--- config.mk ---
export PLATFORM = sky130hd
export DESIGN_NAME = store_narrow_unit
export DESIGN_NICKNAME = d
export VERILOG_FILES = /design/src/rtl/store_narrow_unit_pkg.sv /design/src/rtl/store_lane_pack.sv /design/src/rtl/store_narrow_unit.sv
export SDC_FILE = /design/constraint.sdc
export NUM_CORES = 1
export LEC_CHECK = 0
export ABC_AREA = 1
export BUFFER_PORTS_ARGS = -buffer_cell sky130_fd_sc_hd__buf_2
export CAP_MARGIN = 20
export CORE_AREA = 2 2 114 116
export DETAILED_ROUTE_END_ITERATION = 12
export DIE_AREA = 0 0 116 118
export PLACE_DENSITY = 0.64
export SETUP_SLACK_MARGIN = 0.15
export SLEW_MARGIN = 20
export SYNTH_ARGS = -nofsm -noshare
export SYNTH_HDL_FRONTEND = slang
export SYNTH_SLANG_ARGS = --single-unit
--- constraint.sdc ---
create_clock -name clk -period 3.4 [get_ports clk]
set_input_delay 0.17 -clock clk [delete_from_list [all_inputs] [get_ports clk]]
set_output_delay 0.17 -clock clk [all_outputs]
set_load 0.005 [all_outputs]
--- src/rtl/store_narrow_unit_pkg.sv ---
// store_narrow_unit_pkg: size codes, FSM states and response kinds shared by the store/load path
package store_narrow_unit_pkg;
  localparam logic [1:0] SZ_BYTE = 2'b00;
  localparam logic [1:0] SZ_HALF = 2'b01;
  localparam logic [1:0] SZ_WORD = 2'b10;
  localparam logic [1:0] S_IDLE  = 2'd0;
  localparam logic [1:0] S_WRITE = 2'd1;
  localparam logic [1:0] S_RESP  = 2'd2;
  localparam logic [1:0] K_DONE  = 2'd0;
  localparam logic [1:0] K_ADES  = 2'd1;
  localparam logic [1:0] K_BERR  = 2'd2;
endpackage

--- src/rtl/store_lane_pack.sv ---
// store_lane_pack: narrows a register value to byte/half/word lanes and checks fit and alignment
module store_lane_pack
  import store_narrow_unit_pkg::*;
(
  input  logic [1:0]  size,
  input  logic [1:0]  off,
  input  logic [31:0] data,
  input  logic        chk_signed,
  output logic [3:0]  be,
  output logic [31:0] wdata,
  output logic        fits,
  output logic        err
);
  always_comb begin
    be    = size == SZ_BYTE ? 4'b0001 << off : size == SZ_HALF ? (off[1] ? 4'b1100 : 4'b0011) : 4'b1111;
    wdata = size == SZ_BYTE ? {4{data[7:0]}} : size == SZ_HALF ? {2{data[15:0]}} : data;
    fits  = size == SZ_BYTE ? (chk_signed ? (&data[31:7] | ~|data[31:7]) : ~|data[31:8]) :
            size == SZ_HALF ? (chk_signed ? (&data[31:15] | ~|data[31:15]) : ~|data[31:16]) : 1'b1;
    err   = size == 2'b11 | (size == SZ_HALF & off[0]) | (size == SZ_WORD & |off);
  end
endmodule

--- src/rtl/store_narrow_unit.sv ---
// store_narrow_unit: captures a store, issues one lane-packed memory write and reports done/ades/berr
module store_narrow_unit
  import store_narrow_unit_pkg::*;
#(
  parameter int TIMEOUT = 255,
  parameter int TO_W    = 8
) (
  input  logic        clk,
  input  logic        rst_n,
  input  logic        st_valid,
  output logic        st_ready,
  input  logic [31:0] st_addr,
  input  logic [31:0] st_data,
  input  logic [1:0]  st_size,
  input  logic        st_chk_signed,
  output logic        st_done,
  output logic        st_fits,
  output logic        st_ades,
  output logic        st_berr,
  output logic        mem_valid,
  input  logic        mem_ready,
  output logic [31:0] mem_addr,
  output logic [31:0] mem_wdata,
  output logic [3:0]  mem_be
);
  localparam logic            TO_EN   = TIMEOUT != 0;
  localparam logic [TO_W-1:0] TO_LAST = TO_W'(TO_EN ? TIMEOUT - 1 : 0);
  logic [1:0]      state, kind, sz_q;
  logic [31:0]     a_q, d_q;
  logic            sg_q, idle, resp, fits, err;
  logic [3:0]      be;
  logic [31:0]     wdata;
  logic [TO_W-1:0] cnt;
  // In IDLE the packer sees the live request so the error decision is made at accept time.
  store_lane_pack u_pack (
    .size       (idle ? st_size : sz_q),
    .off        (idle ? st_addr[1:0] : a_q[1:0]),
    .data       (idle ? st_data : d_q),
    .chk_signed (idle ? st_chk_signed : sg_q),
    .be         (be),
    .wdata      (wdata),
    .fits       (fits),
    .err        (err)
  );
  always_comb begin
    idle      = state == S_IDLE;
    resp      = state == S_RESP;
    st_ready  = idle;
    mem_valid = state == S_WRITE;
    mem_addr  = mem_valid ? {a_q[31:2], 2'b00} : 32'd0;
    mem_wdata = mem_valid ? wdata : 32'd0;
    mem_be    = mem_valid ? be : 4'd0;
    st_done   = resp & kind == K_DONE;
    st_ades   = resp & kind == K_ADES;
    st_berr   = resp & kind == K_BERR;
    st_fits   = resp & fits;
  end
  always_ff @(posedge clk or negedge rst_n) begin
    if (!rst_n) begin
      state <= S_IDLE;
      kind  <= K_DONE;
      a_q   <= '0;
      d_q   <= '0;
      sz_q  <= SZ_BYTE;
      sg_q  <= 1'b0;
      cnt   <= '0;
    end else if (idle) begin
      if (st_valid) begin
        a_q   <= st_addr;
        d_q   <= st_data;
        sz_q  <= st_size;
        sg_q  <= st_chk_signed;
        cnt   <= '0;
        kind  <= K_ADES;
        state <= err ? S_RESP : S_WRITE;
      end
    end else if (mem_valid) begin
      if (mem_ready) begin
        state <= S_RESP;
        kind  <= K_DONE;
      end else if (TO_EN && cnt == TO_LAST) begin
        state <= S_RESP;
        kind  <= K_BERR;
      end else begin
        cnt <= cnt + 1'b1;
      end
    end else begin
      state <= S_IDLE;
    end
  end
endmodule
# [Yosys cells after proc, flatten, opt, wreduce, memory -nomap -nowiden]
# Index checks and enable logic that the tools add are counted.
[totals] regBits=79 inputBits=71 out_inout_bits=74 wordCells=82
[op_classes] n_addsub=1 eq_ne=12 shifts=1 n_mux=31 bitwise_logic=10 reduce_logical=20
[ops] op="$mux 32" n=5
[ops] op="$mux 8" n=5
[ops] op="$reduce_and 25->1" n=1
[ops] op="$reduce_or 25->1" n=1
[ops] op="$mux 2" n=12
[ops] op="$reduce_or 24->1" n=1
[ops] op="$reduce_and 17->1" n=1
[ops] op="$reduce_or 17->1" n=1
[ops] op="$mux 4" n=4
[ops] op="$reduce_or 16->1" n=1
[ops] op="$add 8x1->8 const B" n=1
[ops] op="$eq 2x2->1 const B" n=4
[ops] op="$eq 8x8->1 const B" n=1
[ops] op="$and 1x1->1" n=6
[ops] op="$eq 2x1->1 const B" n=3
[ops] op="$logic_not 2->1" n=3
[ops] op="$mux 1" n=5
[ops] op="$logic_not 1->1" n=4
[ops] op="$ne 2x2->1 const B" n=2
[ops] op="$ne 4x1->1 const B" n=1
[ops] op="$or 1x1->1" n=4
[ops] op="$reduce_and 2->1" n=2
[ops] op="$reduce_and 4->1" n=1
[ops] op="$shl 1x2->4 const A" n=1
[ops] op="other kinds (5)" n=5

# [Logic depth before layout (Yosys ltp)]
# Gate-level depths: netlist of run 1.
[logic_depth] word_depth=9 ltp_mapped=16

# [By module]
# Synthesis of run 1 repeated with hierarchy kept, for this count alone.
[hier_totals] hier_cells=713 area_unflattened_um2=5046.1
[modules_own_cells] module="store_narrow_unit" instances=1 cells_per_inst=571 area_each_um2=4375.4
[modules_own_cells] module="store_lane_pack" instances=1 cells_per_inst=142 area_each_um2=670.6

# [Least setup slack after synthesis of run 1]
# No wires, ideal clock.
[synth_timing] kind="flip-flop to output port" startpoint="register state[0]" endpoint="output st_fits" t_arrival_ns=1.552 t_required_ns=3.230 path_slack_ns=1.678 path_stages_with_launch=14 path_buffers=2 path_cell_list="dfrtp_1 nor2_2 buf_6 buf_6 nand2_1 o21ai_1 nand2_1 nor2_1 nand2_1 nor2_1 nand2_1 nand2_1 a21oi_1 nor2_1"
[synth_between] elab_chain_len=9 elab_cells_between_ends=24 classes_between="2 x eq/ne; 7 x mux; 3 x bitwise; 12 x reduce/logical"
[synth_lines] item="from (decl)" line="store_narrow_unit.sv:28" rtl="logic [1:0] state, kind, sz_q;"
[synth_lines] item="from (signal assigned)" line="store_narrow_unit.sv:75" rtl="state <= err ? S_RESP : S_WRITE;"
[synth_lines] item="$logic_not 2->1" line="store_narrow_unit.sv:46" rtl="idle = state == S_IDLE;"
[synth_lines] item="$mux 32" line="store_narrow_unit.sv:38" rtl=".data (idle ? st_data : d_q),"
[synth_lines] item="$reduce_or 17->1" line="store_lane_pack.sv:18" rtl="size == SZ_HALF ? (chk_signed ? (&data[31:15] | ~|data[31:15]) : ~|data[31:16]) : 1'b1;"
[synth_lines] item="$logic_not 1->1" line="store_lane_pack.sv:18"
[synth_lines] item="$or 1x1->1" line="store_lane_pack.sv:18"
[synth_lines] item="$mux 1 (2 in series)" line="store_lane_pack.sv:18"
[synth_lines] item="$mux 1" line="store_lane_pack.sv:17" rtl="fits = size == SZ_BYTE ? (chk_signed ? (&data[31:7] | ~|data[31:7]) : ~|data[31:8]) :"
[synth_lines] item="$and 1x1->1 *" line="store_narrow_unit.sv:56" rtl="st_fits = resp & fits;"
[synth_lines] item="to (decl)" line="store_narrow_unit.sv:17" rtl="output logic st_fits,"
# Every way passes the cells marked *; elsewhere a longest branch is shown, timed or not.

# [Final worst setup path of run 1]
[layout_timing] startpoint="register state[1]" endpoint="output st_fits"
# Same word-level chain as after synthesis.

==> reports/qor.txt, run 1 <==
status: finished, final reports clean
final hold violation count: 0
Critical path origin: state[1]$_DFFE_PN0P_
DP HPWL: 10300 µm
grt met3 use: 5.36%
first-pass GRT wire length: 22700 µm
Setup Viol. Count Final: 0
M2 GR Usage: 32.8%
initial antenna violation count: 2
Total Routing Usage GR: 21.1%
Chip Width: 116 µm
non-filler cells, final: 1044
Avg Inst Size Synth: 6.56 µm²
Starting Density: 39.1%
synth top area cells: dfrtp_1 (41%), nand2_1 (20%), o21ai_0 (9.7%)
utilization after layout: 48.6%
Core ar.: 12400 µm²
Top cell by count, worst path: nand2_1
vias per cell: 4.75
worst min path class: in -> reg
Std-Cell Rows: 41
DR vias: 4955
Final Max Tran Viols: 0
FF+latch count, synth: 79
P_leak: 3.32 nW
share of cells above drive strength 1: 20.1%
number of remaining DRC errors: 0
Clock transition at path regs: 0.06 ns
drt pass-1 iters: 5
grt ovf: 0
Clock Latency Late Sink: 0.35 ns
post-CTS setup buffer count: 0
Die ar.: 13700 µm²
clock tree buffer depth: 2
achievable frequency: 0.338 GHz
Synth-to-Final Area Change: 24.4%
Buf/Inv on CP: 3
worst vdd ir: 0.381 mV
Worst path slowest cell: dfrtp_1
Max Clock Skew: 0.00768 ns
RSZ-0062 raised after global routing: false
Worst Setup Start Kind: flop
cts hold-fix bufs: 1
die height: 118 µm
delay-heaviest family, CP: simple AND/OR/NAND/NOR gates
Least-Margin Pin Slew: 0.846 ns
total negative slack: 0 ns
final antenna-violating net count: 0
final net count: 938
GR met1 Demand/Resource: 28.2%
prevailing post-synth register cell: dfrtp_1
Post-synth EDFFs: 0
gr busiest metal: met2
crit path kind: reg -> out
Synth top area share: 40.8%
Cell variety after synth: 32
crit end category: output port
pin count of the biggest net entering global routing: 72
post-synth top area cell: dfrtp_1
HP Start: st_addr[26]
wirelength, routed: 14100 µm
Synth Instances: 739
slowest stage delay, CP: 0.46 ns
Post-synth ARST share: 100%
H-Tree Depth: 3
total CTS buffers: 9
CTS tree: yes
Finished Cell Area: 6030 µm²
IO Pins: 145
crit-path max FO: 21
GP Congestion: 0.882
routed len/inst: 13.5 µm
placed cell count: 1025
Tmin final: 2.95 ns
Seq/Total Area, Yosys: 40.8%
Iteration-0 DRC Markers: 344
Req. time, crit path: 3.23 ns
Max-cap violations: 0
clock sinks: 79
number of global-route vias before repair: 4548
power per cell area: 945 nW/µm²
placed instance area: 5640 µm²
Fillers: 1331
post-CTS sizing: 0
Cell Area, Synth: 4850 µm²
I/O Buffers: 142
Rel. slew slack: 43.6%
root buffer cell: clkbuf_16
CP Cell Sequence: inv_1 > nand2_1 > buf_4 > nand2_1 > nand2_1 > nand2_1 > nor2_1 > nand2_1 > nor2_1 > nand2_1 > nand2_1 > a21oi_1 > nor2_1 > buf_2
Tcrit/Tclk final: 86.9%
arrival time at the worst endpoint: 2.78 ns
Critical R2R Launch: state[1]$_DFFE_PN0P_
Yosys warnings: 0
per-layer routing:
layer	wire length (µm)	vias up
met5	0	-
met4	322	0
met3	1050	25
met2	6410	178
met1	6320	2208
li1	-	2544
cell usage after synthesis, types with 2 or more instances:
| cell type | instances |
|---|---|
| a311oi_1 | 3 |
| nor3_1 | 4 |
| a21oi_1 | 20 |
| nand2_1 | 263 |
| clkbuf_1 | 9 |
| ha_1 | 2 |
| nand4_1 | 5 |
| dfrtp_1 | 79 |
| nor2_2 | 3 |
| o21ai_0 | 94 |
| a221oi_1 | 8 |
| buf_4 | 4 |
| inv_2 | 3 |
| buf_6 | 7 |
| nand3_1 | 7 |
| o21ai_1 | 8 |
| inv_1 | 95 |
| nor2_1 | 95 |
| buf_2 | 17 |
through the flow:
stage	hold WS (ns)	total power, W	setup slack (ns)
2_1_floorplan	-0.126	0.00365	1.68
3_3_place_gp	0.325	0.00445	0.878
3_5_place_dp	0.330	0.00447	0.853
4_1_cts	0.0151	0.00573	0.473
5_1_grt	0.0260	0.00625	0.204
6_report	0.0222	0.00570	0.445
where the power goes:
| group | total, W | internal [W] | switching, W |
|---|---|---|---|
| Clock | 0.00124 | 0.000832 | 0.000404 |
| Sequential | 0.00160 | 0.00137 | 0.000226 |
| Combinational | 0.00287 | 0.000895 | 0.00198 |
flip-flops by register name, summed over array words and instances, names as in the netlist:
register / count
cnt: 8
kind: 2
sg_q: 1
state: 2
d_q: 32
sz_q: 2
a_q: 32
layout make-up:
| type | count | area (µm²) | share of cell area, % |
|---|---|---|---|
| clock inverter | 5 | 128 | 2.12 |
| tap | 172 | 215 | 3.57 |
| clock buffer | 11 | 253 | 4.19 |
| sequential | 79 | 1980 | 32.8 |
| timing repair buffer | 151 | 796 | 13.2 |
| antenna | 2 | 5.00 | 0.0830 |
| inverter | 99 | 372 | 6.16 |
| multi-input combinational | 525 | 2290 | 37.9 |
final timing paths:
| path | endpoint | depth (start not counted) | slack (ns) |
|---|---|---|---|
| max | st_fits | 14 | 0.45 |
| min | a_q[26]$_DFFE_PN0P_ | 3 | 0.02 |
| max reg2reg | d_q[26]$_DFFE_PN0P_ | 8 | 1.01 |
| min reg2reg | d_q[20]$_DFFE_PN0P_ | 2 | 0.47 |
| max in group asynchronous | a_q[8]$_DFFE_PN0P_ | 3 | 2.14 |
| min in group asynchronous | d_q[12]$_DFFE_PN0P_ | 2 | 0.46 |
cell families (layout without fill, tap and decap cells):
logic type | Yosys count | count (layout) | share of synthesized area, %
other cells | 1 | 4 | 0.0773
buf+inv | 136 | 266 | 12.4
simple gates | 381 | 381 | 30.6
compound gates | 139 | 139 | 15.5
flops | 79 | 79 | 40.8
xor+xnor | 1 | 1 | 0.181
fa+ha+maj | 2 | 2 | 0.516
tightest hold or removal path, delay by kind of cell:
family | cells | cell delay, ns
AO/OA/AOI/OAI | 1 | 0.05
buffers and inverters | 1 | 0.07
AND/OR/NAND/NOR | 1 | 0.04
cell usage in the layout, fill, tap and decap left out, types with 3 or more instances in the layout:
cell type	Yosys	final
nor3_1	4	4
buf_4	4	8
o21ai_1	8	8
inv_2	3	3
dfrtp_1	79	79
a21oi_1	20	20
nor2_4	1	3
nand2_1	263	263
bufinv_16	0	4
o21ai_0	94	94
nand3_1	7	7
a311oi_1	3	3
nand4_1	5	5
a221oi_1	8	8
clkbuf_16	0	9
inv_1	95	95
nor2_1	95	95
buf_2	17	141
Note: power is estimated with default switching activity, not from simulation.
==> run 2, diff against run 1 <==
--- a/config.mk
+++ b/config.mk
@@ -11,7 +11,6 @@
 export CORE_AREA = 2 2 114 116
 export DETAILED_ROUTE_END_ITERATION = 12
 export DIE_AREA = 0 0 116 118
-export PLACE_DENSITY = 0.64
 export SETUP_SLACK_MARGIN = 0.15
 export SLEW_MARGIN = 20
 export SYNTH_ARGS = -nofsm -noshare
==> reports/qor.txt, run 2 (synthesis results as in run 1) <==
Max-cap violations: 0 (unchanged)
routed len/inst: 13.5 µm (+0.11%)
crit-path max FO: 19 (-9.5%)
placed instance area: 5630 µm² (-0.22%)
Std-Cell Rows: 41 (unchanged)
Critical R2R Launch: state[1]$_DFFE_PN0P_
vias per cell: 4.73 (-0.29%)
number of global-route vias before repair: 4663 (+2.5%)
crit path kind: reg -> out
Starting Density: 39.1% (unchanged)
Fillers: 1334 (+0.23%)
Max Clock Skew: 0.00930 ns (+0.00163 ns)
top flop regs: a_q x32, d_q x32, cnt x8
Worst R2R End: a_q[11]$_DFFE_PN0P_
worst min path class: in -> reg
Total Routing Usage GR: 21.0% (-0.096 points)
GP Congestion: 0.915 (+3.8%)
clock sinks: 79 (unchanged)
total negative slack: 0 ns (unchanged)
status: finished, final reports clean
final net count: 938 (unchanged)
power per cell area: 914 nW/µm² (-3.3%)
clock tree buffer depth: 2 (unchanged)
achievable frequency: 0.339 GHz (+0.30%)
H-Tree Depth: 3 (unchanged)
Clock Latency Late Sink: 0.34 ns (about the same)
Tcrit/Tclk final: 86.6% (-0.26 points)
hold slack: 0.0279 ns (+0.00574 ns)
total CTS buffers: 9 (unchanged)
Synth-to-Final Area Change: 22.3%
Core ar.: 12400 µm² (unchanged)
Clock transition at path regs: 0.06 ns (about the same)
Worst Setup Start Kind: flop
Final Max Tran Viols: 0 (unchanged)
Setup Viol. Count Final: 0 (unchanged)
final antenna-violating net count: 0 (unchanged)
worst vdd ir: 0.460 mV (+21%)
CTS tree: yes
RSZ-0062 raised after global routing: false
Chip Width: 116 µm (unchanged)
R2R cell count: 8 (unchanged)
root buffer cell: clkbuf_16
IO Pins: 145 (unchanged)
drt pass-1 iters: 5 (unchanged)
crit path to: mem_wdata[26]
grt ovf: 0 (unchanged)
post-CTS setup buffer count: 0 (unchanged)
Die ar.: 13700 µm² (unchanged)
Finished Cell Area: 5930 µm² (-1.6%)
Rel. slew slack: 39.4% (-4.2 points)
final hold violation count: 0 (unchanged)
DR vias: 4931 (-0.48%)
R2R setup slack: 1.20 ns (+0.19 ns)
commonest cells after routing, fill and taps aside: nand2_1 (263), buf_2 (141), inv_1 (95), nor2_1 (95), o21ai_0 (94)
Tmin final: 2.95 ns (-0.00874 ns)
arrival time at the worst endpoint: 2.78 ns (about the same)
Least-Margin Pin Slew: 0.909 ns (+0.0628 ns)
crit end category: output port
Hold Crit Depth: 3 (unchanged)
commonest non-fill, non-tap cell in the layout: nand2_1
Iteration-0 DRC Markers: 374 (+8.7%)
DP HPWL: 10400 µm (+1.8%)
die height: 118 µm (unchanged)
Req. time, crit path: 3.23 ns (about the same)
Critical path origin: state[1]$_DFFE_PN0P_
wirelength, routed: 14100 µm (about the same)
share of cells above drive strength 1: 20.1% (unchanged)
pin count of the biggest net entering global routing: 69 (-4.2%)
I/O Buffers: 142 (unchanged)
initial antenna violation count: 1 (-1)
antenna fix cells: 0 (-2)
number of remaining DRC errors: 0 (unchanged)
P_leak: 3.28 nW (-1.2%)
first-pass GRT wire length: 22800 µm (+0.25%)
## run 2: cell count changes in the layout (fill, tap and decap cells not counted)
cell,before,now
buf_4,8,9
bufinv_16,4,1
clkinv_4,0,3
diode_2,2,0
clkinv_2,0,2
buf_12,1,0
clkbuf_8,2,0
## run 2: what timing repair did
action,4_1_cts,5_1_grt
hold buffers,1,0
endpoints found under the hold margin,10,0
resized for setup,0,0
## run 2: layout make-up
class / count / area (µm²) / area share (%)
well taps: 172 / 215 / 3.63
repair buffers: 151 / 783 / 13.2
clock inverters: 7 / 73.8 / 1.24
inverters: 99 / 372 / 6.26
flip-flops and latches: 79 / 1980 / 33.3
multi-input cells: 525 / 2290 / 38.6
clock buffers: 9 / 225 / 3.80
## run 2: per-stage QoR
stage / power (W) / util [%] / std cells / setup WS (ns)
floorplan: 0.00365 / - / 740 / 1.68
global placement: 0.00446 / 45.3 / 1025 / 0.801
detailed placement: 0.00446 / 45.3 / 1025 / 0.838
CTS: 0.00545 / 47.8 / 1042 / 0.454
global route: 0.00594 / 47.8 / 1042 / 0.286
finish: 0.00542 / 47.8 / 1042 / 0.454
## run 2: critical path, cell delays in order, from the launching register on
cell and delay, ns:
dfrtp_1 0.44, nor2_4 0.09, o21ai_2 0.62, inv_2 0.28, nor2_4 0.22, inv_2 0.18
o21ai_0 0.32, a221oi_1 0.12, buf_2 0.16
## run 2: worst min path at each step
stage	slack, ns	startpoint	end
floorplan	-0.13	rst_n	a_q[0]$_DFFE_PN0P_
global placement	0.37	rst_n	d_q[12]$_DFFE_PN0P_
detailed placement	0.36	rst_n	d_q[11]$_DFFE_PN0P_
CTS	0.02	st_addr[17]	a_q[17]$_DFFE_PN0P_
global route	0.03	st_addr[8]	a_q[8]$_DFFE_PN0P_
finish	0.03	st_addr[25]	a_q[25]$_DFFE_PN0P_
## run 2: layer usage
layer | track usage, % | vias to the layer above | part of all wire (%)
met5 | 0 | - | 0.092
met4 | 6.70 | 2 | 1.9
met3 | 4.02 | 23 | 7.1
met2 | 33.6 | 154 | 46
met1 | 28.7 | 2206 | 45
li1 | - | 2546 | -
## run 2: power by group
| group | switching, W | internal [W] |
|---|---|---|
| Combinational | 0.00199 | 0.000877 |
| Clock | 0.000406 | 0.000570 |
| Sequential | 0.000212 | 0.00137 |
| Total | 0.00261 | 0.00282 |
==> run 3, diff against run 2 <==
--- a/config.mk
+++ b/config.mk
@@ -7,7 +7,7 @@
 export LEC_CHECK = 0
 export ABC_AREA = 1
 export BUFFER_PORTS_ARGS = -buffer_cell sky130_fd_sc_hd__buf_2
-export CAP_MARGIN = 20
+export CAP_MARGIN = 30
 export CORE_AREA = 2 2 114 116
 export DETAILED_ROUTE_END_ITERATION = 12
 export DIE_AREA = 0 0 116 118
==> constraint.sdc (replaced) <==
create_clock -name clk -period 3.1 [get_ports clk]
set_input_delay 0.155 -clock clk [delete_from_list [all_inputs] [get_ports clk]]
set_output_delay 0.155 -clock clk [all_outputs]
set_load 0.005 [all_outputs]
==> reports/qor.txt, run 3 (synthesis results as in run 1) <==
Iteration-0 DRC Markers: 410 (+9.6%)
Tmin final: 2.66 ns
Finished Cell Area: 5950 µm² (+0.25%)
Worst Setup Start Kind: flop
Buf/Inv on CP: 2 (-1)
initial antenna violation count: 3 (+2)
final net count: 940 (+0.21%)
placed cell count: 1027 (+0.20%)
I/O Buffers: 142 (unchanged)
Least-Margin Pin Slew: 0.853 ns (-0.0559 ns)
post-CTS setup buffer count: 0 (unchanged)
status: finished, final reports clean
Die ar.: 13700 µm² (unchanged)
achievable frequency: 0.375 GHz
Starting Density: 39.1% (unchanged)
Power Total: 0.00594 W (+9.6%)
final antenna-violating net count: 0 (unchanged)
commonest non-fill, non-tap cell in the layout: nand2_1
footprint of the multi-input gates: 2290 µm² (unchanged)
vias per cell: 4.69 (-0.82%)
CTS tree: yes
power per cell area: 999 nW/µm² (+9.3%)
Top cell by count, worst path: nand2_1
die height: 118 µm (unchanged)
number of remaining DRC errors: 0 (unchanged)
non-filler cells, final: 1044 (+0.19%)
grt ovf: 0 (unchanged)
share of cells above drive strength 1: 20.2% (+0.092 points)
crit path kind: reg -> out
Total Routing Usage GR: 21.4% (+0.38 points)
Max Clock Skew: 0.00810 ns (-0.00121 ns)
Tcrit/Tclk final: 86.0%
commonest cells after routing, fill and taps aside: nand2_1 (263), buf_2 (141), inv_1 (95), nor2_1 (95), o21ai_0 (94)
clock power share: 16.8% (-1.2 points)
DP HPWL: 10700 µm (+2.2%)
H-Tree Depth: 3 (unchanged)
Core ar.: 12400 µm² (unchanged)
number of global-route vias before repair: 4702 (+0.84%)
flip-flop and latch area: 1980 µm² (unchanged)
GP Congestion: 0.932 (+1.8%)
top flop regs: a_q x32, d_q x32, cnt x8
R2R setup slack: 0.80 ns (-0.40 ns)
stages on the worst setup path: 13 (+5)
Comb pwr share: 54.1% (+1.3 points)
Worst path slowest cell: dfrtp_1
final setup margin: 0.435 ns (-0.0186 ns)
cts hold-fix bufs: 1 (unchanged)
total CTS buffers: 9 (unchanged)
clock tree buffer depth: 2 (unchanged)
wirelength, routed: 14300 µm (+1.8%)
total negative slack: 0 ns (unchanged)
Switching Share: 48.5% (+0.46 points)
P_leak: 3.28 nW (about the same)
Std-Cell Rows: 41 (unchanged)
Clock Latency Late Sink: 0.35 ns (about the same)
Worst R2R End: a_q[10]$_DFFE_PN0P_
delay-heaviest family, CP: simple AND/OR/NAND/NOR gates
drt pass-1 iters: 5 (unchanged)
crit path to: st_fits
IO Pins: 145 (unchanged)
R2R cell count: 8 (unchanged)
RSZ-0062 raised after global routing: false
Sequential Power Share: 29.1% (about the same)
Hold Crit Depth: 3 (unchanged)
Synth-to-Final Area Change: 22.6%
slowest stage delay, CP: 0.42 ns (-0.20 ns)
worst vdd ir: 0.477 mV (+3.7%)
placed instance area: 5670 µm² (+0.71%)
pre-CTS WS: 0.782 ns (-0.0565 ns)
Clock transition at path regs: 0.06 ns (about the same)
first-pass GRT wire length: 23100 µm (+1.4%)
crit-path max FO: 32 (+13)
Fillers: 1372 (+2.8%)
Rel. slew slack: 43.1% (+3.7 points)
Chip Width: 116 µm (unchanged)
final hold violation count: 0 (unchanged)
DR vias: 4900 (-0.63%)
CP Cell Sequence: nor2_4 > buf_4 > o21ai_0 > nor2_1 > nand3_1 > nor2_2 > nand2_1 > nand2_1 > nand2_1 > nand2_1 > nand2_1 > nor2_1 > buf_2
Critical R2R Launch: state[1]$_DFFE_PN0P_
P_int: 0.00306 W (+8.6%)
pin count of the biggest net entering global routing: 71 (+2.9%)
Critical path origin: state[0]$_DFFE_PN0P_
worst min path class: in -> reg
Final Max Tran Viols: 0 (unchanged)
root buffer cell: clkbuf_16
clock sinks: 79 (unchanged)
crit end category: output port
arrival time at the worst endpoint: 2.51 ns (-0.27 ns)
Max-cap violations: 0 (unchanged)
post-CTS sizing: 0 (unchanged)
Req. time, crit path: 2.94 ns (-0.29 ns)
Setup Viol. Count Final: 0 (unchanged)
Switch Pwr: 0.00288 W (+11%)
routed len/inst: 13.7 µm (+1.6%)
[run 3: worst min-delay path by stage]
| stage | start | to |
|---|---|---|
| floorplan | rst_n | a_q[0]$_DFFE_PN0P_ |
| global placement | rst_n | d_q[29]$_DFFE_PN0P_ |
| detailed placement | rst_n | d_q[12]$_DFFE_PN0P_ |
| CTS | st_addr[14] | a_q[14]$_DFFE_PN0P_ |
| global route | st_addr[20] | a_q[20]$_DFFE_PN0P_ |
| finish | st_addr[19] | a_q[19]$_DFFE_PN0P_ |
[run 3: metal layers]
layer  vias to the layer above  track usage, %  wire length (µm)
li1                       2540               -                 -
met2                       153            34.8              6760
met1                      2179            27.6              6340
met3                        26            6.80              1010
met4                         2            5.28               227
met5                         -               0                13
[run 3: power groups by stage]
stage / logic (W) / registers [W] / clock network [W]
finish: 0.00321 / 0.00173 / 0.000998
global route: 0.00368 / 0.00179 / 0.00107
CTS: 0.00323 / 0.00174 / 0.00102
detailed placement: 0.00322 / 0.00175 / 0
global placement: 0.00320 / 0.00174 / 0
floorplan: 0.00233 / 0.00167 / 0
[run 3: through the flow]
stage                     util (%)  hold slack, ns
after floorplan                  -          -0.141
after global placement        45.6           0.321
after detailed placement      45.6           0.322
after CTS                     47.9         0.00507
after global routing          47.9         0.00617
final                         47.9         0.00831
[run 3: final cells by class]
| cell class | instances | area share (%) |
|---|---|---|
| Clock buffer | 9 | 3.79 |
| Inverter | 99 | 6.25 |
| Clock inverter | 6 | 0.778 |
| Antenna cell | 1 | 0.0421 |
| Multi-Input combinational cell | 525 | 38.5 |
| Timing Repair Buffer | 153 | 13.8 |
| Tap cell | 172 | 3.62 |
| Sequential cell | 79 | 33.2 |
[run 3: worst register-to-register path, cell delays in order (launching register included)]
cell     delay, ns
dfrtp_1       0.44
inv_1         0.09
nand2_1       0.30
nor2_1        0.11
nor2_1        0.19
nand2_1       0.16
nor2_4        0.14
buf_4         0.51
o21ai_0       0.22
